==> config.mk <==
export PLATFORM = sky130hd
export DESIGN_NAME = key_debounce_pulse
export DESIGN_NICKNAME = d
export VERILOG_FILES = /design/src/rtl/key_debounce_pulse.sv
export SDC_FILE = /design/constraint.sdc
export NUM_CORES = 1
export LEC_CHECK = 0
export ABC_AREA = 0
export CAP_MARGIN = 20
export CORE_UTILIZATION = 50
export CTS_BUF_LIST = sky130_fd_sc_hd__clkbuf_4 sky130_fd_sc_hd__clkbuf_8
export CTS_CLUSTER_SIZE = 14
export DETAILED_ROUTE_END_ITERATION = 7
export DONT_BUFFER_PORTS = 1
export GPL_TIMING_DRIVEN = 0
export PLACE_DENSITY = 0.68
export RECOVER_POWER = 25
export SYNTH_ARGS = -nofsm -noshare
export SYNTH_HDL_FRONTEND = slang
export SYNTH_SLANG_ARGS = --single-unit
==> constraint.sdc <==
create_clock -name clk -period 2.3 [get_ports clk]
set_input_delay 0.46 -clock clk [delete_from_list [all_inputs] [get_ports clk]]
set_output_delay 0.46 -clock clk [all_outputs]
set_load 0.02 [all_outputs]
==> src/rtl/key_debounce_pulse.sv <==
// key_debounce_pulse: per-channel synchronizer, debouncer and press/release
// strobe generator for active-low board keys.
// Optional auto-repeat is compiled in when the macro KEY_AUTO_REPEAT_EN is
// defined. In that build, a held key emits additional press_pulse strobes:
// the first after repeat_delay cycles, then one every repeat_period cycles.
// Without the macro, press_pulse fires once per accepted press and the repeat
// parameters are only range-checked.
// No valid/ready handshake: outputs are plain registered levels and
// one-cycle strobes, valid every cycle.
module key_debounce_pulse #(
  parameter int w              = 2,
  parameter int debounce_depth = 16,
  parameter int repeat_delay   = 25000000,
  parameter int repeat_period  = 5000000
) (
  input  logic         clk,
  input  logic         rst_n,
  input  logic [w-1:0] key_n,
  output logic [w-1:0] pressed,
  output logic [w-1:0] press_pulse,
  output logic [w-1:0] release_pulse
);

  localparam int cw = $clog2(debounce_depth + 1);
  localparam logic [cw-1:0] cnt_last = cw'(debounce_depth - 1);

`ifdef KEY_AUTO_REPEAT_EN
  localparam int rep_max = (repeat_delay > repeat_period) ? repeat_delay : repeat_period;
  localparam int rw = $clog2(rep_max + 1);
  localparam logic [rw-1:0] delay_last  = rw'(repeat_delay - 1);
  localparam logic [rw-1:0] period_last = rw'(repeat_period - 1);
`endif

  // Parameter legality is checked at elaboration time.
  if (debounce_depth < 1 || debounce_depth > (1 << 20)) begin : g_bad_depth
    $error("key_debounce_pulse: debounce_depth out of range");
  end
  if (repeat_delay < 1 || repeat_period < 1) begin : g_bad_repeat
    $error("key_debounce_pulse: repeat_delay and repeat_period must be >= 1");
  end

  typedef enum logic [1:0] {
    st_idle = 2'd0,
    st_hold = 2'd1
`ifdef KEY_AUTO_REPEAT_EN
    , st_repeat = 2'd2
`endif
  } state_t;

  for (genvar i = 0; i < w; i++) begin : g_ch
    logic          sync_a;
    logic          sync_b;
    logic [cw-1:0] cnt;
    logic          level;
    logic          acc_press;
    logic          acc_release;
    state_t        state;
    state_t        state_nxt;
    logic          pp_q;
    logic          pp_nxt;
    logic          rp_q;
    logic          rp_nxt;
`ifdef KEY_AUTO_REPEAT_EN
    logic [rw-1:0] rcnt;
    logic [rw-1:0] rcnt_nxt;
`endif

    // Two-flop synchronizer; inversion makes 1 mean "held", reset = released.
    always_ff @(posedge clk or negedge rst_n) begin
      if (!rst_n) begin
        sync_a <= 1'b0;
        sync_b <= 1'b0;
      end else begin
        sync_a <= ~key_n[i];
        sync_b <= sync_a;
      end
    end

    // The edge that toggles the debounced level; the counter never exceeds cnt_last.
    assign acc_press   = sync_b & ~level & (cnt == cnt_last);
    assign acc_release = ~sync_b & level & (cnt == cnt_last);

    // Stability counter: toggle the level after debounce_depth differing edges.
    always_ff @(posedge clk or negedge rst_n) begin
      if (!rst_n) begin
        cnt   <= '0;
        level <= 1'b0;
      end else if (sync_b == level) begin
        cnt <= '0;
      end else if (cnt == cnt_last) begin
        cnt   <= '0;
        level <= ~level;
      end else begin
        cnt <= cnt + cw'(1);
      end
    end

    // FSM and strobe registers.
    always_ff @(posedge clk or negedge rst_n) begin
      if (!rst_n) begin
        state <= st_idle;
        pp_q  <= 1'b0;
        rp_q  <= 1'b0;
`ifdef KEY_AUTO_REPEAT_EN
        rcnt  <= '0;
`endif
      end else begin
        state <= state_nxt;
        pp_q  <= pp_nxt;
        rp_q  <= rp_nxt;
`ifdef KEY_AUTO_REPEAT_EN
        rcnt  <= rcnt_nxt;
`endif
      end
    end

    // Next state and strobes; an accepted release always beats a due repeat.
    always_comb begin
      state_nxt = state;
      pp_nxt    = 1'b0;
      rp_nxt    = 1'b0;
`ifdef KEY_AUTO_REPEAT_EN
      rcnt_nxt  = rcnt;
`endif
      case (state)
        st_idle: begin
          if (acc_press) begin
            state_nxt = st_hold;
            pp_nxt    = 1'b1;
`ifdef KEY_AUTO_REPEAT_EN
            rcnt_nxt  = '0;
`endif
          end
        end
        st_hold: begin
          if (acc_release) begin
            state_nxt = st_idle;
            rp_nxt    = 1'b1;
`ifdef KEY_AUTO_REPEAT_EN
            rcnt_nxt  = '0;
          end else if (rcnt == delay_last) begin
            state_nxt = st_repeat;
            pp_nxt    = 1'b1;
            rcnt_nxt  = '0;
          end else begin
            rcnt_nxt  = rcnt + rw'(1);
`endif
          end
        end
`ifdef KEY_AUTO_REPEAT_EN
        st_repeat: begin
          if (acc_release) begin
            state_nxt = st_idle;
            rp_nxt    = 1'b1;
            rcnt_nxt  = '0;
          end else if (rcnt == period_last) begin
            pp_nxt    = 1'b1;
            rcnt_nxt  = '0;
          end else begin
            rcnt_nxt  = rcnt + rw'(1);
          end
        end
`endif
        default: begin
          state_nxt = st_idle;
        end
      endcase
    end

    assign pressed[i]       = level;
    assign press_pulse[i]   = pp_q;
    assign release_pulse[i] = rp_q;
  end

endmodule

==> flow_summary.toml, run 1 <==
[outcome]
status = "finished clean"

[clocking]
clockBufferDepth = 2
cts_tree = "done"
path_clk_slew_ns = 0.12
clock_latency_ns = 0.31
h-tree-depth = 1
clock-sinks = 22
clockRootBuffer = "clkbuf_4"
cts_buffers = 3

[grt]
grt_usage_pct = 14.94
grt_pass1_vias = 492
overflow = 0
grt_max_degree = 23
antenna_found_initial = 0
gr-usage-met2_pct = 23.19
met1_usage_pct = 16.45
grt_use_met3_pct = 4.800
grt_most_used_layer = "met2"
grt_first_pass_wirelength_mm = 2.014

[drt]
ant_nets = 0
drt_iter0_drc = 6
drt_wl_total_mm = 1.193
wire_per_inst_um = 11.36
firstDrtPassIters = 4
avgViaCountPerCell = 4.886
drc_errors = 0
vias = 513

[sta]
worst_slew_pin_slew_ns = 0.9323
slew_violations = 0
timing.setup.tns_ns = 0
timing_hold_violations_final = 0
rsz0062_at_grt = "false"
min_period_over_period_pct = 61.49
timing.fmax_ghz = 0.7071
fin_skew_ns = 0.004071
slew_headroom_pct = 37.64
setup_violations = 0
period_minus_slack_ns = 1.414

[place]
dp_hpwl_um = 875.1
place_inst = 100
post_dp_cell_area_um2 = 963.4
portBuffers = 0
routabilityCongestion = 0.7512

[finish]
fill_cells = 159
syn2layout_area_growth_pct = 6.980
final_cell_area_um2 = 997.2
drive_gt1_share_pct = 13.75
final_cells = 105
diodes = 0
final_nets = 91
fin_util_pct = 57.13

[yosys]
avgSynthCellArea_um2 = 12.43
synth_top_family_by_area = "simple AND/OR/NAND/NOR gates"
synth_cell_types = 21
synthXorXnorAreaFrac_pct = 5.638
synth_simple_gate_area_share_pct = 14.77
yosys_warnings = 0
yosys_register_bits = 22
synth_top_area_share_pct = 59.06
synth_seq_area_share_pct = 59.06
synth_compound_area_share_pct = 3.221
synthMuxAreaShare_pct = 0
syn_nets = 85
yosys.area.top_type = "dfrtp_1"
synthCells = 75
synthAdderAreaFrac_pct = 8.054
syn_area_um2 = 932.1
synth.area.top_cells = "dfrtp_1, ha_1, buf_4"

[die]
die_h_um = 45.18
core_area_um2 = 1745
row_count = 15
ios = 10
chipWidth_um = 45.18
initial_core_util_pct = 53.41
dieArea_um2 = 2041

[pwr]
power_mw = 0.6455
powerDensity_nw_per_um2 = 647.3
power_leakage_nw = 0.5031
max-vdd-ir-drop_uv = 338.4

[worst_setup_path]
cp-startpoint = "g_ch[0].cnt[0]"
r2r_cells = 5
cp_max_fo = 7
startpoint_type = "flop"
r2r_slack_ns = 0.89
required_ns = 2.51
endpoint_kind = "flop"
crit_arrival_ns = 1.62
crit_path_end = "g_ch[0].level"
r2r_end = "g_ch[0].level"
critical_path_class = "flop to flop"
worst_r2r_startpoint = "g_ch[0].cnt[0]"

[job]
max_cap_viol_count = 0

[hold_path]
hold_path.class = "primary input to flop"
## cell usage in the layout, fill, tap and decap left out, types with 2 or more instances in the layout
master    instances
inv_1             8
nand3_1           2
nor2_1            5
ha_1              6
nor3b_1           3
and4b_1           2
a311oi_1          2
nand2_1           2
nor3_1            4
clkbuf_4          3
dfrtp_1          22
xor2_1            2
buf_4             6
xnor2_1           4
## worst min-delay path by stage
stage                         from              to  cells past startpoint
after detailed placement     rst_n   g_ch[0].level                      0
after global routing      key_n[1]  g_ch[1].sync_a                      1
after CTS                 key_n[1]  g_ch[1].sync_a                      1
after global placement       rst_n   g_ch[0].level                      0
after floorplan              rst_n  g_ch[0].cnt[0]                      0
final                     key_n[0]  g_ch[0].sync_a                      1
## stage by stage
stage	hold slack, ns	setup slack [ns]
floorplan	0.1644	1.015
global placement	0.1648	0.9812
detailed placement	0.1648	0.9664
CTS	0.1789	0.9357
global route	0.1630	0.7591
finish	0.1891	0.8858
## what timing repair did
item,4_1_cts,5_1_grt
buffers inserted,0,0
hold buffers,1,0
endpoints found under the hold margin,22,0
resized for setup,0,0
## synthesized netlist by cell type
library cell	count
a21o_1	1
a21oi_1	1
a311oi_1	2
and2b_1	1
and3_1	1
and3_4	1
and4b_1	2
buf_4	6
buf_6	1
dfrtp_1	22
ha_1	6
inv_1	8
nand2_1	2
nand3_1	2
nand4b_1	1
nor2_1	5
nor3_1	4
nor3b_1	2
nor3b_2	1
xnor2_1	4
xor2_1	2
## report_power, final
group          leakage (nW)  total (mW)  switching (mW)  internal [mW]
Clock                0.0210       0.208           0.112         0.0967
Sequential            0.293       0.407         0.00843          0.399
Combinational         0.189      0.0300          0.0171         0.0129
Total                 0.503       0.646           0.137          0.508
## critical path: stages, from the launching register on
cell,delay (ns)
dfrtp_1,0.42
ha_1,0.24
and4b_1,0.18
clkbuf_1,0.17
and2b_1,0.20
xnor2_1,0.11
## cell families after synthesis
| logic type | count (synthesis) |
|---|---|
| AND/OR/NAND/NOR | 22 |
| flip-flops | 22 |
| buffers and inverters | 15 |
| XOR/XNOR | 6 |
| adder cells (fa/ha/maj) | 6 |
| AO/OA/AOI/OAI | 4 |
## flip-flops by register name, indices dropped and copies added (netlist names)
register     flops
g_ch.cnt        10
g_ch.level       2
g_ch.pp_q        2
g_ch.rp_q        2
g_ch.state       2
g_ch.sync_a      2
g_ch.sync_b      2
## per-layer routing
metal  vias up  share of wire, %
li1        252                 -
met1       243                48
met2        14                46
met3         4               3.4
met4         0               2.8
met5         -                 0
## final cells by class
cell class                      count  area [um2]  share of cell area (%)
Tap cell                           25       31.28                   3.137
Multi-Input combinational cell     38       290.3                   29.11
Sequential cell                    22       550.5                   55.21
Timing Repair Buffer                1       10.01                   1.004
Clock buffer                        4       36.28                   3.639
Inverter                            8       30.03                   3.011
Buffer                              7       48.80                   4.893
No activity file was read; power rests on OpenSTA's default activity.
==> run 2, diff against run 1 <==
- clock period: 2.3 -> 1.4 ns (I/O delays scaled with it)
==> flow_summary.toml, run 2 (synthesized netlist as in run 1, its figures left out) <==
[outcome]
status = "finished clean"

[sta]
worst_slew_pin_slew_ns = 0.9420
period_minus_slack_ns = 1.346
timing.fmax_ghz = 0.7428
fin_skew_ns = 0.004314
timing_hold_violations_final = 0
slew_violations = 0
slew_headroom_pct = 37.00
worst_hold_slack_ns = 0.3670
setup_violations = 0
min_period_over_period_pct = 96.16
timing.setup.tns_ns = 0

[clocking]
clock_latency_ns = 0.31
clockRootBuffer = "clkbuf_4"
cts_tree = "done"
path_clk_slew_ns = 0.12
cts_buffers = 3
clockBufferDepth = 2
clock-sinks = 22
post_cts_resized = 0
h-tree-depth = 1

[drt]
vias = 526
wl_met2_um = 571
ant_nets = 0
avgViaCountPerCell = 4.870
top_layer = "met4"
wl_met1_um = 574
firstDrtPassIters = 4
drt_wl_total_mm = 1.222
drt_iter0_drc = 6
routed-wl-met3_um = 43
wire_per_inst_um = 11.31
drc_errors = 0

[grt]
grt_max_degree = 23
grt_first_pass_wirelength_mm = 2.042
grt_pass1_vias = 500
grt_usage_pct = 15.11
antenna_found_initial = 0
overflow = 0

[die]
initial_core_util_pct = 53.41
row_count = 15
chipWidth_um = 45.18
core_area_um2 = 1745
die_h_um = 45.18
ios = 10
dieArea_um2 = 2041

[finish]
final_nets = 94
largest_register_ffs = 10
regMostFlops = "g_ch.cnt"
drive_gt1_share_pct = 12.05
layout_commonest_cell = "dfrtp_1"
final_cells = 108
most-common-layout-cells = "dfrtp_1, inv_1, ha_1"
fin_util_pct = 58.49
diodes = 0
syn2layout_area_growth_pct = 9.530

[worst_setup_path]
required_ns = 1.61
cp_max_fo = 7
critical_path_class = "flop to flop"
crit_arrival_ns = 1.55
startpoint_type = "flop"
r2r_slack_ns = 0.05
endpoint_kind = "flop"

[pwr]
powerDensity_nw_per_um2 = 1047
max-vdd-ir-drop_uv = 562.8
power_leakage_nw = 0.5086

[place]
portBuffers = 0
place_inst = 100
routabilityCongestion = 0.7512
dp_hpwl_um = 875.1

[job]
max_cap_viol_count = 0

[hold_path]
hold_path.class = "flop to flop"
-- run 2: repair_timing --
| item | CTS | global route |
|---|---|---|
| endpoints found under the setup margin | 0 | 1 |
| buffers inserted | 0 | 1 |
| endpoints found under the hold margin | 23 | 1 |
| hold buffers | 2 | 1 |
-- run 2: worst paths after layout --
kind	from	end	depth (start not counted)
max in group asynchronous	rst_n	g_ch[1].cnt[4]	1
min in group asynchronous	rst_n	g_ch[0].cnt[1]	1
setup / recovery	g_ch[0].cnt[0]	g_ch[0].level	5
hold / removal	g_ch[1].sync_a	g_ch[1].sync_b	0
hold reg to reg	g_ch[1].sync_a	g_ch[1].sync_b	0
setup reg to reg	g_ch[0].cnt[0]	g_ch[0].level	5
-- run 2: layer usage --
layer	track usage, %	vias up
li1	-	257
met4	12.73	0
met2	23.77	14
met5	0	-
met1	16.45	251
met3	4.800	4
-- run 2: where the power goes --
part / switching [mW] / internal [mW]
Sequential: 0.0140 / 0.655
Clock: 0.184 / 0.159
Combinational: 0.0296 / 0.0270
-- run 2: layout make-up --
class / count / area [um2]
inverters: 8 / 30.03
plain buffers: 7 / 45.04
repair buffers: 4 / 37.54
flip-flops and latches: 22 / 550.5
fillers: 158 / 724.4
clock buffers: 4 / 36.28
well taps: 25 / 31.28
multi-input cells: 38 / 290.3
-- run 2: critical path, cell delays in order, from the launching register on --
cell,delay [ns]
dfrtp_1,0.42
ha_1,0.24
and4b_1,0.19
buf_6,0.13
and2b_1,0.16
xnor2_1,0.11
-- run 2: stage by stage --
stage / instance area, um2 / setup slack, ns / total power [mW]
5_1_grt: 1021 / -0.005718 / 1.132
6_report: 1021 / 0.05374 / 1.069
4_1_cts: 1020 / 0.04961 / 1.082
3_5_place_dp: 963.4 / 0.06635 / 0.7188
2_1_floorplan: 932.1 / 0.1150 / 0.7096
3_3_place_gp: 963.4 / 0.08124 / 0.7166
==> run 3, diff against run 2 <==
- SETUP_SLACK_MARGIN: not set -> 0.15
==> flow_summary.toml, run 3 (synthesized netlist as in run 1, its figures left out) <==
[outcome]
status = "finished clean"

[clocking]
clockRootBuffer = "clkbuf_4"
cts_buffers = 3
cts_tree = "done"
clockBufferDepth = 2
h-tree-depth = 1
clock-sinks = 22
clock_latency_ns = 0.30
path_clk_slew_ns = 0.11

[pwr]
p_int_mw = 0.7920
p_sw_mw = 0.2195
power_mw = 1.012
swShare_pct = 21.70
power_leakage_nw = 0.5212
p_comb_share_pct = 6.9
clockPowerShare_pct = 26.8
powerDensity_nw_per_um2 = 969.4
seq_power_share_pct = 66.3
max-vdd-ir-drop_uv = 489.5

[hold_path]
hold_path.class = "primary input to flop"
hp-start = "key_n[1]"
hold-path-endpoint = "g_ch[1].sync_a"
min_path_cells = 1

[sta]
period_minus_slack_ns = 1.264
min_period_over_period_pct = 90.31
timing_hold_violations_final = 0
rsz0062_at_grt = "true"
slew_violations = 0
worst_slew_pin_slew_ns = 1.084
setup_ws_ns = 0.1356
slew_headroom_pct = 27.71
timing.fmax_ghz = 0.7909
timing.setup.tns_ns = 0
setup_violations = 0
fin_skew_ns = 0.002257

[worst_setup_path]
r2r_cells = 5
cp_max_fo = 7
cp-startpoint = "g_ch[0].cnt[0]"
r2r_slack_ns = 0.14
worst_r2r_startpoint = "g_ch[0].cnt[0]"
crit_arrival_ns = 1.46
critical_path_class = "flop to flop"
startpoint_type = "flop"
endpoint_kind = "flop"
required_ns = 1.59
r2r_end = "g_ch[0].level"

[finish]
layout_commonest_cell = "dfrtp_1"
final_cell_area_um2 = 1044
syn2layout_area_growth_pct = 11.95
diodes = 0
largest_register_ffs = 10
final_nets = 96
drive_gt1_share_pct = 23.81
final_cells = 109
regMostFlops = "g_ch.cnt"
most-common-layout-cells = "dfrtp_1, buf_4, inv_1"

[grt]
antenna_found_initial = 0
overflow = 0
grt_usage_pct = 14.14
grt_pass1_vias = 442
grt_max_degree = 23
grt_first_pass_wirelength_mm = 1.918

[place]
routabilityCongestion = 0.7694
place_inst = 100
post_dp_cell_area_um2 = 965.9
preCtsSetupSlack_ns = 0.1052
dp_hpwl_um = 833.3
portBuffers = 0

[job]
max_cap_viol_count = 0

[drt]
drc_errors = 0
drt_iter0_drc = 3
vias = 528
drt_wl_total_mm = 1.215
firstDrtPassIters = 2
avgViaCountPerCell = 4.844
ant_nets = 0
wire_per_inst_um = 11.15

[die]
ios = 10
die_h_um = 45.18
dieArea_um2 = 2041
chipWidth_um = 45.18
core_area_um2 = 1745
row_count = 15
initial_core_util_pct = 53.41
-- run 3: cell count changes in the layout (fill, tap and decap cells not counted), sizes merged --
cell         before  now
clkbuf            7    4
buf               5   12
dlygate4sd3       3    0
-- run 3: how the worst max path moves through the flow --
stage,endpoint,slack [ns]
after detailed placement,g_ch[0].level,0.11
after floorplan,g_ch[0].level,0.15
after CTS,g_ch[0].level,0.14
after global placement,g_ch[0].level,0.12
after global routing,g_ch[0].level,0.1
final,g_ch[0].level,0.14
-- run 3: area by class of cell --
cell class	count	area, um2
buffer	7	56.30
clock buffer	3	22.52
fill	151	701.9
inverter	8	30.03
multi-input combinational	38	311.5
sequential	22	550.5
tap	25	31.28
timing repair buffer	6	41.29
-- run 3: worst max-delay path, stage by stage (launching register included) --
cell and delay (ns):
dfrtp_1 0.41, ha_2 0.18, and4b_1 0.18, buf_6 0.13
and2b_1 0.16, xnor2_1 0.11
-- run 3: per-layer routing --
metal / track usage (%) / up-vias / share of wire (%)
li1: - / 260 / -
met1: 17.62 / 253 / 47
met2: 20.87 / 11 / 47
met3: 3.600 / 4 / 2.9
met4: 10.91 / 0 / 3.1
met5: 0 / - / 0
-- run 3: power groups by stage --
stage	sequential (mW)	clock (mW)	combinational, mW
floorplan	0.678	0	0.0316
global placement	0.681	0	0.0361
detailed placement	0.682	0	0.0381
CTS	0.669	0.286	0.0581
global route	0.674	0.312	0.0816
finish	0.671	0.271	0.0697
-- run 3: repair_timing --
action | in CTS | in global routing
hold buffers | 1 | 0
gates resized for setup | 2 | 2
pin swaps | 1 | 1
hold endpoints to repair | 22 | 0
setup buffers | 2 | 3
endpoints found under the setup margin | 3 | 25
-- run 3: stage by stage --
stage	utilization [%]	hold slack, ns
5_1_grt	59.78	0.0002078
2_1_floorplan	-	-0.01559
4_1_cts	58.28	0.008091
3_5_place_dp	55.34	-0.01515
3_3_place_gp	55.34	-0.01516
6_report	59.78	0.02061
